[src/rtl/encoder_stream.sv]
// encoder_stream: serialises every set bit of an S-bit request vector into its binary index, lowest first.
// Optional ENCODER_STREAM_EMPTY_FLAG_EN: an all-zero vector emits one beat flagged with out_empty.
module encoder_stream #(
    parameter  int logS = 4,
    localparam int S    = 2 ** logS
) (
    input  logic            clk,
    input  logic            rst_n,
    input  logic            in_valid,
    output logic            in_ready,
    input  logic [S-1:0]    in,
    output logic            out_valid,
    input  logic            out_ready,
    output logic [logS-1:0] out,
    output logic            out_last,
    output logic [logS:0]   out_cnt,
    output logic            out_empty
);

    typedef enum logic {
        IDLE,
        SCAN
    } state_t;

    state_t          state_q;
    logic [S-1:0]    res_q;
    logic [S-1:0]    res_d;
    logic [logS:0]   cnt_q;
    logic [logS:0]   cnt_d;
    logic [logS-1:0] low_idx;
    logic            one_left;
    logic            empty_q;

    // NOTE: every variable driven here gets a default first so no latch is inferred.
    always_comb begin
        low_idx = '0;
        for (int i = S - 1; i >= 0; i--) begin
            if (res_q[i]) low_idx = i[logS-1:0];
        end
    end

    assign res_d    = res_q & (res_q - 1'b1);
    assign cnt_d    = cnt_q + 1'b1;
    assign one_left = (res_q != '0) && (res_d == '0);

    assign in_ready  = (state_q == IDLE);
    assign out_valid = (state_q == SCAN);
    assign out       = low_idx;
    assign out_last  = (state_q == SCAN) && (one_left || empty_q);
    assign out_cnt   = cnt_q;
    assign out_empty = empty_q;

    // NOTE: sequential state uses non-blocking assignments so all registers update together.
    always_ff @(posedge clk or negedge rst_n) begin
        if (!rst_n) begin
            state_q <= IDLE;
            res_q   <= '0;
            cnt_q   <= '0;
            empty_q <= 1'b0;
        end else begin
            case (state_q)
                IDLE: begin
                    if (in_valid) begin
                        if (in != '0) begin
                            res_q   <= in;
                            cnt_q   <= '0;
                            empty_q <= 1'b0;
                            state_q <= SCAN;
                        end
`ifdef ENCODER_STREAM_EMPTY_FLAG_EN
                        else begin
                            res_q   <= '0;
                            cnt_q   <= '0;
                            empty_q <= 1'b1;
                            state_q <= SCAN;
                        end
`endif
                    end
                end
                SCAN: begin
                    if (out_ready) begin
                        res_q <= res_d;
                        cnt_q <= cnt_d;
                        if (out_last) begin
                            empty_q <= 1'b0;
                            state_q <= IDLE;
                        end
                    end
                end
                default: state_q <= IDLE;
            endcase
        end
    end

endmodule

[config.mk]
export PLATFORM = sky130hd
export DESIGN_NAME = encoder_stream
export DESIGN_NICKNAME = d
export VERILOG_FILES = /design/src/rtl/encoder_stream.sv
export SDC_FILE = /design/constraint.sdc
export NUM_CORES = 1
export LEC_CHECK = 0
export CORE_MARGIN = 2
export CORE_UTILIZATION = 53
export CTS_CLUSTER_DIAMETER = 80
export CTS_CLUSTER_SIZE = 40
export DETAILED_ROUTE_END_ITERATION = 16
export GPL_TIMING_DRIVEN = 0
export PLACE_DENSITY = 0.87
export SLEW_MARGIN = 15
export SYNTH_ARGS = -nofsm -noshare
export SYNTH_HDL_FRONTEND = slang
export SYNTH_SLANG_ARGS = --single-unit
[constraint.sdc]
create_clock -name clk -period 3.7 [get_ports clk]
set_clock_uncertainty 0.2 [all_clocks]
set_input_delay 0.37 -clock clk [delete_from_list [all_inputs] [get_ports clk]]
set_output_delay 0.37 -clock clk [all_outputs]
set_load 0.01 [all_outputs]
Yosys cells after proc, flatten, opt, wreduce, memory -nomap -nowiden
Index checks and enable logic that the tools add are counted.
{"block": "word_totals", "ff_bits": 23, "in_bits": 20, "elab_cells": 54}
{"block": "op_classes", "add_sub_neg": 2, "n_eq_ne": 4, "muxes": 34, "bitwise": 2, "reduce_logical": 8}
{"cell": "$mux 4", "n": 16}
{"cell": "$mux 16", "n": 3}
{"cell": "$pmux 16 s2", "n": 1}
{"cell": "$reduce_bool 16->1", "n": 2}
{"cell": "$and 16x16->16", "n": 1}
{"cell": "$logic_not 16->1", "n": 1}
{"cell": "$sub 16x1->16 const B", "n": 1}
{"cell": "$mux 5", "n": 3}
{"cell": "$pmux 5 s2", "n": 1}
{"cell": "$mux 1", "n": 8}
{"cell": "$ne 2x2->1 const B", "n": 3}
{"cell": "$add 5x1->5 const B", "n": 1}
{"cell": "$pmux 1 s2", "n": 2}
{"cell": "$reduce_and 4->1", "n": 1}
{"cell": "$reduce_and 3->1", "n": 1}
{"cell": "$logic_and 1x1->1", "n": 2}
{"cell": "$ne 2x1->1 const B", "n": 1}
{"cell": "$logic_or 1x1->1", "n": 1}
{"cell": "$not 1->1", "n": 1}

Logic depth before layout (Yosys ltp)
Gate-level depths: netlist of run 1.
{"block": "depth", "word_depth": 16, "ltp_mapped": 8, "mapped_depth_nobuf": 6}

Worst setup path after synthesis of run 1
No wires, ideal clock.
{"block": "synth_path", "kind": "register to output", "startpoint": "reg res_q[2]", "endpoint": "out out_last", "arrival_ns": 2.210, "t_required_ns": 3.130, "slack_ns": 0.920, "stages_incl_launch_ff": 8, "path_cell_list": "dfrtp_1 buf_6 or4_4 or3_4 or2_1 a2111oi_2 a21oi_1 nor3b_1"}
{"block": "synth_via", "elab_chain_len": 6, "word_cells_on_any_way": 7, "cone_classes": "1 x add/sub; 1 x bitwise; 5 x reduce/logical"}
{"element": "start: declaration", "line": "26", "text": "logic [S-1:0] res_q;"}
{"element": "start signal: assignment", "line": "65", "text": "res_q <= in;"}
{"element": "start signal: assignment", "line": "82", "text": "res_q <= res_d;"}
{"element": "$sub 16x1->16", "line": "42", "text": "assign res_d = res_q & (res_q - 1'b1);"}
{"element": "$and 16x16->16", "line": "42"}
{"element": "$logic_not 16->1", "line": "44", "text": "assign one_left = (res_q != '0) && (res_d == '0);"}
{"element": "$logic_and 1x1->1 *", "line": "44"}
{"element": "$logic_or 1x1->1 *", "line": "49", "text": "assign out_last = (state_q == SCAN) && (one_left || empty_q);"}
{"element": "$logic_and 1x1->1 *", "line": "49"}
{"element": "end: declaration", "line": "15", "text": "output logic out_last,"}
Every way passes the cells marked *; elsewhere a longest branch is shown, timed or not.

Worst setup path in the final report of run 1
{"block": "layout_path", "startpoint": "reg res_q[1]", "endpoint": "out out_last"}
The elaborated chain is that of the path after synthesis.

==> results.py, run 1 <==
metrics = {
    "run_status": {
        "status": "finished, final reports clean",
    },
    "timing": {
        "post-route-period-util_pct": 93.47,
        "tightest_slew_ns": 0.9969,
        "setup_viol": 0,
        "setup_tns_ns": 0,
        "worst_slack_ns": 0.2415,
        "hold_viol_final": 0,
        "period_needed_ns": 3.458,
        "max_freq_ghz": 0.2891,
        "relSlewSlack_pct": 33.33,
        "rsz0062_at_grt": "no",
        "drv_slew": 0,
    },
    "synth": {
        "synth.distinct_cells": 46,
        "yosysMostFrequentCell": "dfrtp_1",
        "synth_edf_count": 0,
        "synth_cells": 164,
        "synth_ff_type": "dfrtp_1",
        "syn-num-nets": 185,
        "yosys_warnings": 0,
        "synth_top_area_share_pct": 38.80,
        "seq_area_frac_synth_pct": 38.80,
        "post-synth-top-area-cell": "dfrtp_1",
        "yosys-top-cells-area": "dfrtp_1, o21ai_0, a22o_1",
        "synth_area_mm2": 0.001419,
        "ys_ff_latch": 22,
        "synthTopCellsByCount": "dfrtp_1, o21ai_0, nand2_1",
        "avgSynthCellArea_um2": 8.652,
        "ys_async_sr_fraction_pct": 100.0,
    },
    "setup_path": {
        "crit_fanout": 9,
        "cp_slowest_cell": "or4_4",
        "r2r-start": "res_q[1]",
        "end_kind": "output pin",
        "crit_type": "reg -> out",
        "reg2reg_depth": 7,
        "required_ns": 3.13,
        "timing.rr.end": "out_valid",
        "crit_arrival_ns": 2.89,
        "r2r_setup_slack_ns": 0.99,
        "path_cells": "buf_2, or4_4, or3_4, or2_1, a2111oi_2, a21oi_1, nor3b_1, dlygate4sd2_1",
        "cpPeakStageDelay_ns": 0.53,
        "start_kind": "flop",
        "path_buf_inv": 2,
        "critPathTopFamily": "simple AND/OR/NAND/NOR gates",
    },
    "die": {
        "initial_utilization_pct": 56.76,
        "core-area_mm2": 0.002500,
        "die_w_um": 55.74,
        "io_pins": 33,
        "dieHeight_um": 55.74,
        "dieArea_mm2": 0.003107,
        "rows": 18,
    },
    "power": {
        "p_leak_nw": 0.7488,
        "powerDensity_mw_per_mm2": 903.5,
        "ir_drop_uv": 709.2,
    },
    "global_route": {
        "grtUsageTotal_pct": 26.56,
        "grt-ovfl-total": 0,
        "grt_max_degree": 23,
        "antenna_found_initial": 0,
        "grt_pass1_wl_um": 6568,
        "grt_pass1_vias": 1362,
    },
    "job": {
        "maxCapViolCount": 0,
    },
    "cells_and_area": {
        "drive_above_1_share_pct": 6.030,
        "multi_input_area_um2": 790.8,
        "ff_latch_area_um2": 550.5,
        "antenna_cells": 0,
        "n_fill_cell": 198,
        "num-nets-final": 221,
        "area_delta_synth_final_pct": 28.57,
        "final_cell_area_mm2": 0.001824,
    },
    "hold_path": {
        "hold_end": "out_cnt[0]",
        "hold_path.startpoint": "out_cnt[0]",
        "min_path_type": "reg -> reg",
        "hold_depth": 1,
    },
    "placement": {
        "pre_cts_ws_ns": 0.2693,
        "place_area_mm2": 0.001767,
        "io_buffers": 31,
        "globalplace.congestion": 0.9445,
        "dp_hpwl_um": 2786,
    },
    "routing": {
        "routed_wl_um": 3917,
        "wl_per_cell_um": 17.10,
        "vias": 1477,
        "postRouteAntennaNets": 0,
        "first_pass_iters": 6,
        "drcViolationCount": 0,
        "first_iter_violations": 66,
        "viasPerCell": 6.450,
    },
    "clock_network": {
        "cts_tree": "built",
        "cts_inserted_buffers": 3,
        "clock_path_buffers": 2,
        "htreeDepth": 1,
        "clk_pin_slew_ns": 0.13,
        "cts.sinks": 22,
        "clk-insertion-delay-late_ns": 0.32,
        "ctsHoldBuffers": 0,
        "ctsRootBufferMaster": "clkbuf_4",
    },
}
## flip-flops by register name (all words and copies together) (netlist names)
signal / count
out_valid: 1
res_q: 16
out_cnt: 5
## per-stage QoR
step           hold WS (ns)  util, %  total power [W]  instances
2_1_floorplan       -0.1256        -         0.001073        164
3_3_place_gp         0.3115    70.67         0.001389        225
3_5_place_dp         0.3224    70.67         0.001431        225
4_1_cts              0.3402    72.97         0.001627        229
5_1_grt              0.4013    72.97         0.001768        229
6_report             0.3410    72.97         0.001648        229
## placed cells by master, fill, tap and decap left out, types with 3 or more instances in the layout
cell type / count
clkdlybuf4s50_1: 30
dfrtp_1: 22
o21ai_0: 19
nand2_1: 15
nor2_1: 9
a21oi_1: 9
a22o_1: 9
clkbuf_1: 8
inv_1: 7
nor3_1: 6
nor4_1: 6
mux2i_1: 6
o22ai_1: 3
xnor2_1: 3
clkbuf_4: 3
## worst reg2reg max path: stages, from the launching register on
cell	delay, ns
dfrtp_1	0.38
buf_2	0.17
or4_4	0.53
or3_4	0.37
or2_1	0.25
a2111oi_2	0.21
a21oi_1	0.13
o32a_1	0.37
## worst max-delay path by stage
stage | startpoint | endpoint | slack (ns) | cells past startpoint
2_1_floorplan | res_q[2] | out_last | 0.92 | 7
3_3_place_gp | res_q[10] | out_last | 0.38 | 7
3_5_place_dp | res_q[10] | out_last | 0.27 | 7
4_1_cts | res_q[1] | out_last | 0.24 | 8
5_1_grt | res_q[10] | out_last | 0.08 | 7
6_report | res_q[1] | out_last | 0.24 | 8
## timing repair
action,in CTS,in global routing
setup buffers,0,0
resized for setup,2,0
endpoints found under the setup margin,1,0
## where the power goes
part	switching (W)	total (W)	internal [W]
Sequential	0.000134	0.000470	0.000336
Clock	0.0000780	0.000188	0.000110
Combinational	0.000506	0.000990	0.000485
Total	0.000718	0.00165	0.000930
## layer usage
layer | up-vias | part of all wire (%) | wire, um | global-route usage (%)
met5 | - | 0 | 0 | 0
met4 | 0 | 2.1 | 84 | 10.80
met3 | 15 | 6.7 | 263 | 4.651
met2 | 75 | 47 | 1839 | 38.61
met1 | 711 | 44 | 1729 | 39.07
li1 | 676 | - | - | -
## layout make-up
class	instances	share of cell area, %
Sequential cell	22	30.18
Tap cell	30	2.058
Multi-Input combinational cell	123	43.35
Clock inverter	1	1.646
Inverter	7	1.440
Timing Repair Buffer	31	16.94
Clock buffer	3	1.235
Buffer	12	3.155
## cell families (layout without fill, tap and decap cells)
logic type | Yosys count | after routing | share of synthesized area [%]
DFF | 22 | 22 | 38.80
xor gates and xnor gates | 4 | 4 | 2.470
buffers and inverters | 19 | 54 | 5.908
muxes | 6 | 6 | 4.233
other | 1 | 1 | 0.2643
AOI/OAI and AO/OA | 54 | 54 | 25.22
and+or+nand+nor | 54 | 54 | 20.02
adders and majority gates | 4 | 4 | 3.086
No activity file was read; power rests on OpenSTA's default activity.
==> run 2: changes to the inputs <==
--- a/config.mk
+++ b/config.mk
@@ -5,6 +5,7 @@
 export SDC_FILE = /design/constraint.sdc
 export NUM_CORES = 1
 export LEC_CHECK = 0
+export CORE_ASPECT_RATIO = 0.5
 export CORE_MARGIN = 2
 export CORE_UTILIZATION = 53
 export CTS_CLUSTER_DIAMETER = 80
@@ -12,6 +13,7 @@
 export DETAILED_ROUTE_END_ITERATION = 16
 export GPL_TIMING_DRIVEN = 0
 export PLACE_DENSITY = 0.87
+export SKIP_LAST_GASP = 1
 export SLEW_MARGIN = 15
 export SYNTH_ARGS = -nofsm -noshare
 export SYNTH_HDL_FRONTEND = slang
==> run 2 against run 1 <==
Clock power rose by 22%. Combinational power increased by 0.6%. Sequential share of layout area is 0.65 points lower.
==> results.py, run 2 (same netlist as run 1, synthesis figures left out) <==
metrics = {
    "run_status": {
        "status": "finished, final reports clean",
    },
    "placement": {
        "dp_hpwl_um": 2793,
        "io_buffers": 31,
        "globalplace.congestion": 0.9120,
    },
    "setup_path": {
        "crit_type": "reg -> out",
        "reg2reg_depth": 7,
        "start_kind": "flop",
        "end_kind": "output pin",
        "crit_start": "res_q[10]",
        "required_ns": 3.13,
        "r2r_setup_slack_ns": 0.98,
        "r2r-start": "res_q[10]",
        "crit_arrival_ns": 2.71,
        "critPathCapture": "out_last",
        "crit_fanout": 10,
        "timing.rr.end": "out_valid",
    },
    "timing": {
        "rsz0062_at_grt": "no",
        "relSlewSlack_pct": 30.63,
        "tightest_slew_ns": 1.037,
        "drv_slew": 0,
        "setup_viol": 0,
        "setup_tns_ns": 0,
        "post-route-period-util_pct": 88.65,
        "hold_viol_final": 0,
        "hold_slack_ns": 0.3289,
        "max_freq_ghz": 0.3049,
        "period_needed_ns": 3.280,
    },
    "clock_network": {
        "clk_pin_slew_ns": 0.09,
        "cts_tree": "built",
        "clock_path_buffers": 2,
        "ctsRootBufferMaster": "clkbuf_8",
        "clk-insertion-delay-late_ns": 0.27,
        "cts_inserted_buffers": 3,
        "htreeDepth": 1,
        "cts.sinks": 22,
    },
    "routing": {
        "vias": 1428,
        "wl_per_cell_um": 16.58,
        "drcViolationCount": 0,
        "first_iter_violations": 203,
        "routed_wl_um": 3914,
        "postRouteAntennaNets": 0,
        "viasPerCell": 6.051,
        "first_pass_iters": 4,
    },
    "die": {
        "dieHeight_um": 40.59,
        "core-area_mm2": 0.002570,
        "io_pins": 33,
        "initial_utilization_pct": 55.21,
        "rows": 13,
        "die_w_um": 77.17,
        "dieArea_mm2": 0.003132,
    },
    "cells_and_area": {
        "drive_above_1_share_pct": 6.030,
        "finish.utilization_pct": 72.54,
        "layout_commonest_cell": "clkdlybuf4s50_1",
        "top_register": "res_q",
        "largest_reg_flops": 16,
        "num-nets-final": 221,
        "multi_input_area_um2": 799.5,
        "antenna_cells": 0,
        "area_delta_synth_final_pct": 31.39,
        "ff_latch_area_um2": 550.5,
        "n_fill_cell": 207,
        "mostFrequentLayoutCells": "clkdlybuf4s50_1, dfrtp_1, o21ai_0",
    },
    "global_route": {
        "grt-ovfl-total": 0,
        "antenna_found_initial": 0,
        "grt_max_degree": 23,
        "grt_pass1_vias": 1183,
        "grt_pass1_wl_um": 6065,
        "grtUsageTotal_pct": 26.43,
    },
    "job": {
        "maxCapViolCount": 0,
    },
    "power": {
        "p_leak_nw": 0.7722,
        "powerDensity_mw_per_mm2": 912.7,
        "ir_drop_uv": 578.7,
    },
    "hold_path": {
        "min_path_type": "reg -> reg",
    },
}
run 2: cell count changes in the layout (fill, tap and decap cells not counted), sizes merged:
cell,before,now
dlymetal6s2s,0,1
dlygate4sd2,1,0
run 2: worst max-delay path, stage by stage (launching register included):
cell	delay (ns)
dfrtp_1	0.38
clkbuf_1	0.25
nor4_4	0.39
nand4b_1	0.34
maj3_1	0.46
o21ai_0	0.21
nor3b_1	0.23
dlymetal6s2s_1	0.19
run 2: worst min path at each step:
stage / end / cells past startpoint / slack (ns) / start
floorplan: out_cnt[0] / 0 / -0.13 / rst_n
global placement: out_cnt[0] / 1 / 0.32 / out_cnt[0]
detailed placement: out_cnt[0] / 1 / 0.32 / out_cnt[0]
CTS: out_cnt[0] / 1 / 0.34 / out_cnt[0]
global route: out_cnt[0] / 1 / 0.36 / out_cnt[0]
finish: out_cnt[0] / 1 / 0.33 / out_cnt[0]
run 2: through the flow:
stage               cells  power [W]  cell area [um^2]  setup WS, ns
floorplan             164   0.001073              1419        0.9196
global placement      232   0.001404              1775        0.2854
detailed placement    232   0.001423              1775        0.2405
CTS                   236   0.001666              1853       0.04680
global route          236   0.001811              1864        0.2649
finish                236   0.001702              1864        0.4201
run 2: where the power goes:
part           leakage [nW]  total, W  internal (W)  switching [W]
sequential            0.284  0.000475      0.000337       0.000138
clock                0.0357  0.000230      0.000145      0.0000857
combinational         0.452  0.000996      0.000495       0.000502
total                 0.772   0.00170      0.000976       0.000725
run 2: layer usage:
metal	wire length [um]	vias up	GRT usage (%)
met5	0	-	0
met4	31	0	4.911
met3	350	4	6.982
met2	1758	58	42.61
met1	1774	685	36.85
li1	-	681	-
run 2: layout make-up:
cell class                 count  area share (%)
tap                           37           2.483
clock inverter                 1           1.611
timing repair buffer          31           16.78
multi-input combinational    123           42.89
clock buffer                   3           2.215
inverter                       7           1.409
sequential                    22           29.53
buffer                        12           3.087
run 2: repair_timing:
action / 4_1_cts / 5_1_grt
hold buffers: 0 / 0
setup buffers: 0 / 0
endpoints found under the setup margin: 1 / 1
pin swaps: 0 / 1
gates resized for setup: 1 / 2
==> run 3: changes to the inputs <==
--- a/config.mk
+++ b/config.mk
@@ -5,6 +5,7 @@
 export SDC_FILE = /design/constraint.sdc
 export NUM_CORES = 1
 export LEC_CHECK = 0
+export ABC_AREA = 1
 export CORE_ASPECT_RATIO = 0.5
 export CORE_MARGIN = 2
 export CORE_UTILIZATION = 53
==> run 3 against run 2 <==
Hold slack better by 0.017 ns. Clock power is 23% lower. Die area is 0.99% higher. Register-to-register slack better by 0.67 ns. Utilization is 1.2 points lower. Sequential share of layout area is 0.30 points higher. Power is 9.7% lower.
==> results.py, run 3 <==
metrics = {
    "routing": {
        "first_iter_violations": 135,
        "vias": 1530,
        "viasPerCell": 5.426,
        "first_pass_iters": 4,
        "drcViolationCount": 0,
        "wl_per_cell_um": 13.94,
        "routed_wl_um": 3930,
        "postRouteAntennaNets": 0,
    },
    "clock_network": {
        "post_cts_buffers": 0,
        "cts_inserted_buffers": 3,
        "post_cts_resized": 0,
        "clock_path_buffers": 2,
        "htreeDepth": 1,
        "cts.sinks": 22,
        "clk_pin_slew_ns": 0.08,
        "ctsRootBufferMaster": "clkbuf_8",
        "cts_tree": "built",
        "clk-insertion-delay-late_ns": 0.27,
        "ctsHoldBuffers": 0,
    },
    "synth": {
        "yosysMostFrequentCell": "nand2_1",
        "synthTopCellsByCount": "nand2_1, dfrtp_1, o21ai_0",
        "synth_edf_count": 0,
        "avgSynthCellArea_um2": 6.828,
        "synth_area_mm2": 0.001434,
        "syn-num-nets": 231,
        "ys_ff_latch": 22,
        "synth.distinct_cells": 28,
        "synth_ff_type": "dfrtp_1",
        "synth_cells": 210,
        "ys_async_sr_fraction_pct": 100.0,
        "yosys_warnings": 0,
        "synth_top_area_share_pct": 38.39,
        "seq_area_frac_synth_pct": 38.39,
        "post-synth-top-area-cell": "dfrtp_1",
        "yosys-top-cells-area": "dfrtp_1, nand2_1, o21ai_0",
    },
    "global_route": {
        "grtUsageTotal_pct": 26.16,
        "antenna_found_initial": 0,
        "grt_pass1_wl_um": 6203,
        "grt-ovfl-total": 0,
        "grt_max_degree": 23,
        "grt_pass1_vias": 1382,
    },
    "setup_path": {
        "crit_arrival_ns": 2.40,
        "r2r-start": "res_q[5]",
        "crit_fanout": 6,
        "crit_start": "res_q[5]",
        "crit_type": "reg -> out",
        "required_ns": 3.13,
        "start_kind": "flop",
        "end_kind": "output pin",
    },
    "timing": {
        "setup_viol": 0,
        "period_needed_ns": 2.966,
        "tightest_slew_ns": 1.015,
        "post-route-period-util_pct": 80.15,
        "max_freq_ghz": 0.3372,
        "drv_slew": 0,
        "rsz0062_at_grt": "no",
        "setup_tns_ns": 0,
        "hold_slack_ns": 0.3460,
        "hold_viol_final": 0,
        "relSlewSlack_pct": 32.11,
    },
    "cells_and_area": {
        "layout_commonest_cell": "nand2_1",
        "top_register": "res_q",
        "antenna_cells": 0,
        "n_fill_cell": 207,
        "area_delta_synth_final_pct": 28.71,
        "drive_above_1_share_pct": 8.980,
        "largest_reg_flops": 16,
        "mostFrequentLayoutCells": "nand2_1, clkdlybuf4s50_1, dfrtp_1",
        "num-nets-final": 267,
    },
    "run_status": {
        "status": "finished, final reports clean",
    },
    "job": {
        "maxCapViolCount": 0,
    },
    "die": {
        "dieHeight_um": 40.78,
        "rows": 13,
        "io_pins": 33,
        "initial_utilization_pct": 55.44,
        "dieArea_mm2": 0.003163,
        "die_w_um": 77.56,
        "core-area_mm2": 0.002586,
    },
    "power": {
        "switchingPower_w": 0.0007175,
        "p_seq_share_pct": 28.0,
        "swShare_pct": 46.68,
        "ir_drop_uv": 462.6,
        "finalPower_w": 0.001537,
        "intPower_w": 0.0008197,
        "powerDensity_mw_per_mm2": 832.9,
        "combPwrFrac_pct": 60.5,
        "pwr-share-clk_pct": 11.5,
        "p_leak_nw": 0.8880,
    },
    "placement": {
        "globalplace.congestion": 0.8948,
        "io_buffers": 31,
        "dp_hpwl_um": 2890,
    },
    "hold_path": {
        "min_path_type": "reg -> reg",
        "hold_path.startpoint": "res_q[15]",
    },
}
==> run 3: cell types whose count changed after synthesis, sizes merged, moves of 6 or more <==
cell and delta:
a22o -9, inv +15, mux2i -6, nand2 +58, nand3 +7, nor2 +14
==> run 3: per-stage QoR <==
step	setup slack, ns	instance area, um^2	utilization (%)	std cells
finish	0.7345	1846	71.36	282
detailed placement	1.058	1790	69.23	278
CTS	0.7475	1846	71.36	282
floorplan	1.766	1434	-	210
global placement	1.084	1790	69.23	278
global route	0.5838	1846	71.36	282
==> run 3: critical path, stage by stage (launching register included) <==
cell	delay, ns
dfrtp_1	0.41
nor2_2	0.19
nand2_2	0.11
nor2_4	0.17
inv_2	0.09
o21ai_2	0.14
nand2_1	0.08
nor3_2	0.18
nand2_1	0.09
nor2_2	0.12
clkdlybuf4s50_1	0.55
==> run 3: worst paths after layout <==
check                                   to  slack [ns]  depth (start not counted)
worst max register to register   out_valid        1.65                         12
worst min-delay path             res_q[15]        0.35                          2
min in group asynchronous       out_cnt[3]        0.45                          1
max in group asynchronous         res_q[2]        2.23                          1
worst min register to register   res_q[15]        0.35                          2
worst max-delay path              out_last        0.73                         10
==> run 3: cell type report <==
| type | instances | area [um^2] | share of cell area, % |
|---|---|---|---|
| clock buffers | 4 | 55.05 | 2.983 |
| well taps | 37 | 46.29 | 2.508 |
| multi-input cells | 158 | 762.0 | 41.29 |
| flip-flops and latches | 22 | 550.5 | 29.83 |
| plain buffers | 8 | 38.79 | 2.102 |
| inverters | 22 | 82.58 | 4.475 |
| repair buffers | 31 | 310.3 | 16.81 |
==> run 3: kinds of logic (layout without fill, tap and decap cells) <==
family	count (synthesis)	in the layout	share of synthesized area, %
AO/OA/AOI/OAI	41	41	16.32
XOR/XNOR	3	3	1.833
adder cells (fa/ha/maj)	1	1	0.8725
buffers and inverters	30	65	8.463
flip-flops	22	22	38.39
other	1	1	0.2615
AND/OR/NAND/NOR	112	112	33.86
==> run 3: per-layer routing <==
metal | share of wire, % | wire length, um | global-route usage [%] | vias to the layer above
met3 | 8.9 | 348 | 6.608 | 2
met2 | 46 | 1798 | 46.09 | 66
met5 | 0 | 0 | 0 | -
met1 | 45 | 1764 | 33.69 | 712
li1 | - | - | - | 750
met4 | 0.46 | 18 | 6.696 | 0
==> run 3: power groups by stage <==
| stage | clock (W) | sequential (W) | combinational [W] |
|---|---|---|---|
| 4_1_cts | 0.000179 | 0.000428 | 0.000926 |
| 3_3_place_gp | 0 | 0.000427 | 0.000887 |
| 2_1_floorplan | 0 | 0.000424 | 0.000581 |
| 6_report | 0.000177 | 0.000431 | 0.000929 |
| 3_5_place_dp | 0 | 0.000433 | 0.000911 |
| 5_1_grt | 0.000191 | 0.000443 | 0.00102 |
==> variant (settings of run 3) <==
Build with the macro `ENCODER_STREAM_EMPTY_FLAG_EN` defined.
--- a/src/rtl/encoder_stream.sv
+++ b/src/rtl/encoder_stream.sv
@@ -1,4 +1,6 @@
 // encoder_stream: serialises every set bit of an S-bit request vector into its binary index, lowest first.
 // Optional ENCODER_STREAM_EMPTY_FLAG_EN: an all-zero vector emits one beat flagged with out_empty.
+`define ENCODER_STREAM_EMPTY_FLAG_EN
+
 module encoder_stream #(
     parameter  int logS = 4,
Check against the original RTL: not equivalent (Yosys sat finds a counterexample within 4 cycles, from zero or initial values and one cycle with rst_n low).
==> variant against run 3 <==
Area after synthesis grew 6.1%; critical path type unchanged; sequential cell count grew 1; sequential share of layout area shrank 0.13 points; final area grew 5.0%; wire length grew 5.8%; highest routed layer unchanged; count of clock-buffer cells in the layout is the same; setup slack gained 0.010 ns.
Power is not compared: it rests on default switching activity, and its combinational part moved more than twofold at a synthesized area within 25%.
==> variant: results (changes against run 3) <==
STA:
- The post-route worst hold slack is 0.3066 ns (-0.03944 ns).
- The worst slew margin relative to its limit is 64.52% (+32 points).

Clock network:
- The CTS H-tree depth is 1 (unchanged).
- The maximum number of buffers from clock root to sink is 2 (unchanged).
- The number of clock buffers inserted by TritonCTS is 3 (unchanged).
- The post-cts sizing count is 0 (unchanged).
- In this run the clock root is driven by a clkbuf_8.
- The count of buffers added by post-CTS timing repair for setup was 0 (unchanged).
- The clock insertion delay at the later pin of the skew report is 0.27 ns (about the same).
- The post-CTS clock slew at the launch and capture registers of the worst setup and hold paths came to 0.08 ns (about the same).

Place:
- The port buffer count is 32 (+3.2%).
- The cell area after placement came to 0.001888 sq mm (+5.5%).
- The routability congestion estimate came to 0.8899 (-0.55%).
- The half-perimeter wire length of the detailed placement result was 3204 microns (+11%).

Global routing:
- The largest net degree at the start of global routing is 24 (+4.3%).
- The global-route track usage on met2 is 43.19% (-2.9 points).
- The via count of the first global-routing pass is 1548 (+12%).
- The wire length of the first global-routing pass is 6886 microns (+11%).
- The global-route track usage on met3 came to 7.826% (+1.2 points).
- The initial antenna violation count was 0 (unchanged).
- The global-route total usage across every layer came to 26.78% (+0.62 points).
- The met1 track demand over resource came to 36.44% (+2.7 points).

Status:
- The flow ran to the end, and the final reports show no timing, DRC or antenna violations.

Worst setup path:
- The largest fanout on the critical path is 5 (-1).
- The flop-to-flop setup slack is 1.81 ns (+0.16 ns).
- The critical path arrival is roughly 2.4 ns.
- The cell count of the worst reg-to-reg path is 10 (-2).
- In this run the worst setup path terminates at out_last.
- In this run the critical register-to-register path is captured at out_valid.
- The critical path startpoint is res_q[11].

Synthesis:
- After synthesis, the most frequently instantiated cells are 60 x nand2_1, 26 x nor2_1, 23 x dfrtp_1.
- The number of synthesis warnings is 0 (unchanged).
- The share of synthesized flip-flops with an asynchronous set or reset is 100.0% (unchanged).
- The area fraction of the dominant cell type after synthesis is 37.83% (-0.57 points).
- By area the synthesized netlist is led by dfrtp_1 38%, nand2_1 15%, nor2_1 6.4%, a21oi_1 4.9%, o21ai_0 4.9%.
- The unique cell type count in the Yosys netlist is 29 (+3.6%).
- The most used flip-flop cell after synthesis is dfrtp_1.
- The register area share after synthesis is 37.83% (-0.57 points).
- The synthesized netlist net count is 243 (+5.2%).

Power and ir drop:
- For this design the static power due to leakage is between 0.9 and 1 nW.
- VDD sags by at most around 440 uV.

Detailed routing:
- The sum of routed wire length over all layers came to 4156 microns (+5.8%).
- The total number of vias was 1619 (+5.8%).
- The count of TritonRoute iterations in the first routing pass is 4 (unchanged).
- The initial DRC count is 182 (+35%).

Min path:
- In this run the most critical hold path is launched from out_cnt[4].
- In this run the worst hold path is classified as flop to flop.

Cells and area:
- The share of cells above drive strength 1 is 11.97% (+3.0 points).
- The antenna cell count is 0 (unchanged).
- The flip-flop count of the largest register after layout came to 16 (unchanged).
- The register with the most flip-flops in the final layout is res_q.
- The net count of the finished layout is 281 (+5.2%).
[variant: changes by cell type in the layout (fill, tap and decap cells not counted), sizes merged, moves of 4 or more]
| cell | before | now |
|---|---|---|
| nor2 | 23 | 32 |
| a21oi | 9 | 16 |
| nand2 | 73 | 66 |
| o21ai | 22 | 18 |
| o211ai | 6 | 0 |
[variant: worst min-delay path by stage]
stage / to / cells past startpoint
after floorplan: out_cnt[0] / 0
after global placement: out_cnt[4] / 1
after detailed placement: out_cnt[4] / 1
after CTS: out_cnt[4] / 1
after global routing: out_cnt[4] / 1
final: out_cnt[4] / 1
[variant: metal layers]
layer	share of wire, %	up-vias	routed length [microns]
met5	0	-	0
met4	0.84	0	35
met3	7.7	9	320
met2	45	64	1881
met1	46	738	1919
li1	-	808	-
[variant: worst max-delay path, cell delays in order (launching register included)]
cell and delay, ns:
dfrtp_1 0.41, inv_1 0.16, nand2_1 0.12, nor2_1 0.19
nand2_2 0.09, o21ai_2 0.14, nand2_1 0.08, nor2_1 0.10
nand3_1 0.12, a21oi_2 0.14, clkdlybuf4s50_1 0.55
[variant: layout make-up]
type                       instances  area, sq um
clock buffer                       4        45.04
timing repair buffer              33        325.3
tap                               37        46.29
buffer                             6        32.53
multi-input combinational        167        814.5
sequential                        23        575.6
fill                             237        729.5
inverter                          26        98.84
[variant: through the flow]
stage	util (%)	cells	setup WS, ns	total power [mW]
global route	72.65	296	0.5803	1.019
finish	72.65	296	0.7447	0.9473
detailed placement	70.78	291	1.093	0.7816
global placement	70.78	291	1.121	0.7685
CTS	72.47	295	0.7747	0.9403
floorplan	-	222	1.754	0.6231
[variant: kinds of logic (layout without fill, tap and decap cells)]
family                     after synthesis  after routing  synth area share [%]
adders and majority gates                1              1                0.8222
buffers and inverters                   32             69                 8.634
and+or+nand+nor                        121            121                 35.94
AOI/OAI and AO/OA                       45             45                 16.78
DFF                                     23             23                 37.83
[variant: power by group]
group,internal [mW],switching [mW],leakage (nW)
Combinational,0.179,0.228,0.613
Clock,0.0770,0.0807,0.0228
Sequential,0.315,0.0680,0.280
Total,0.571,0.377,0.916
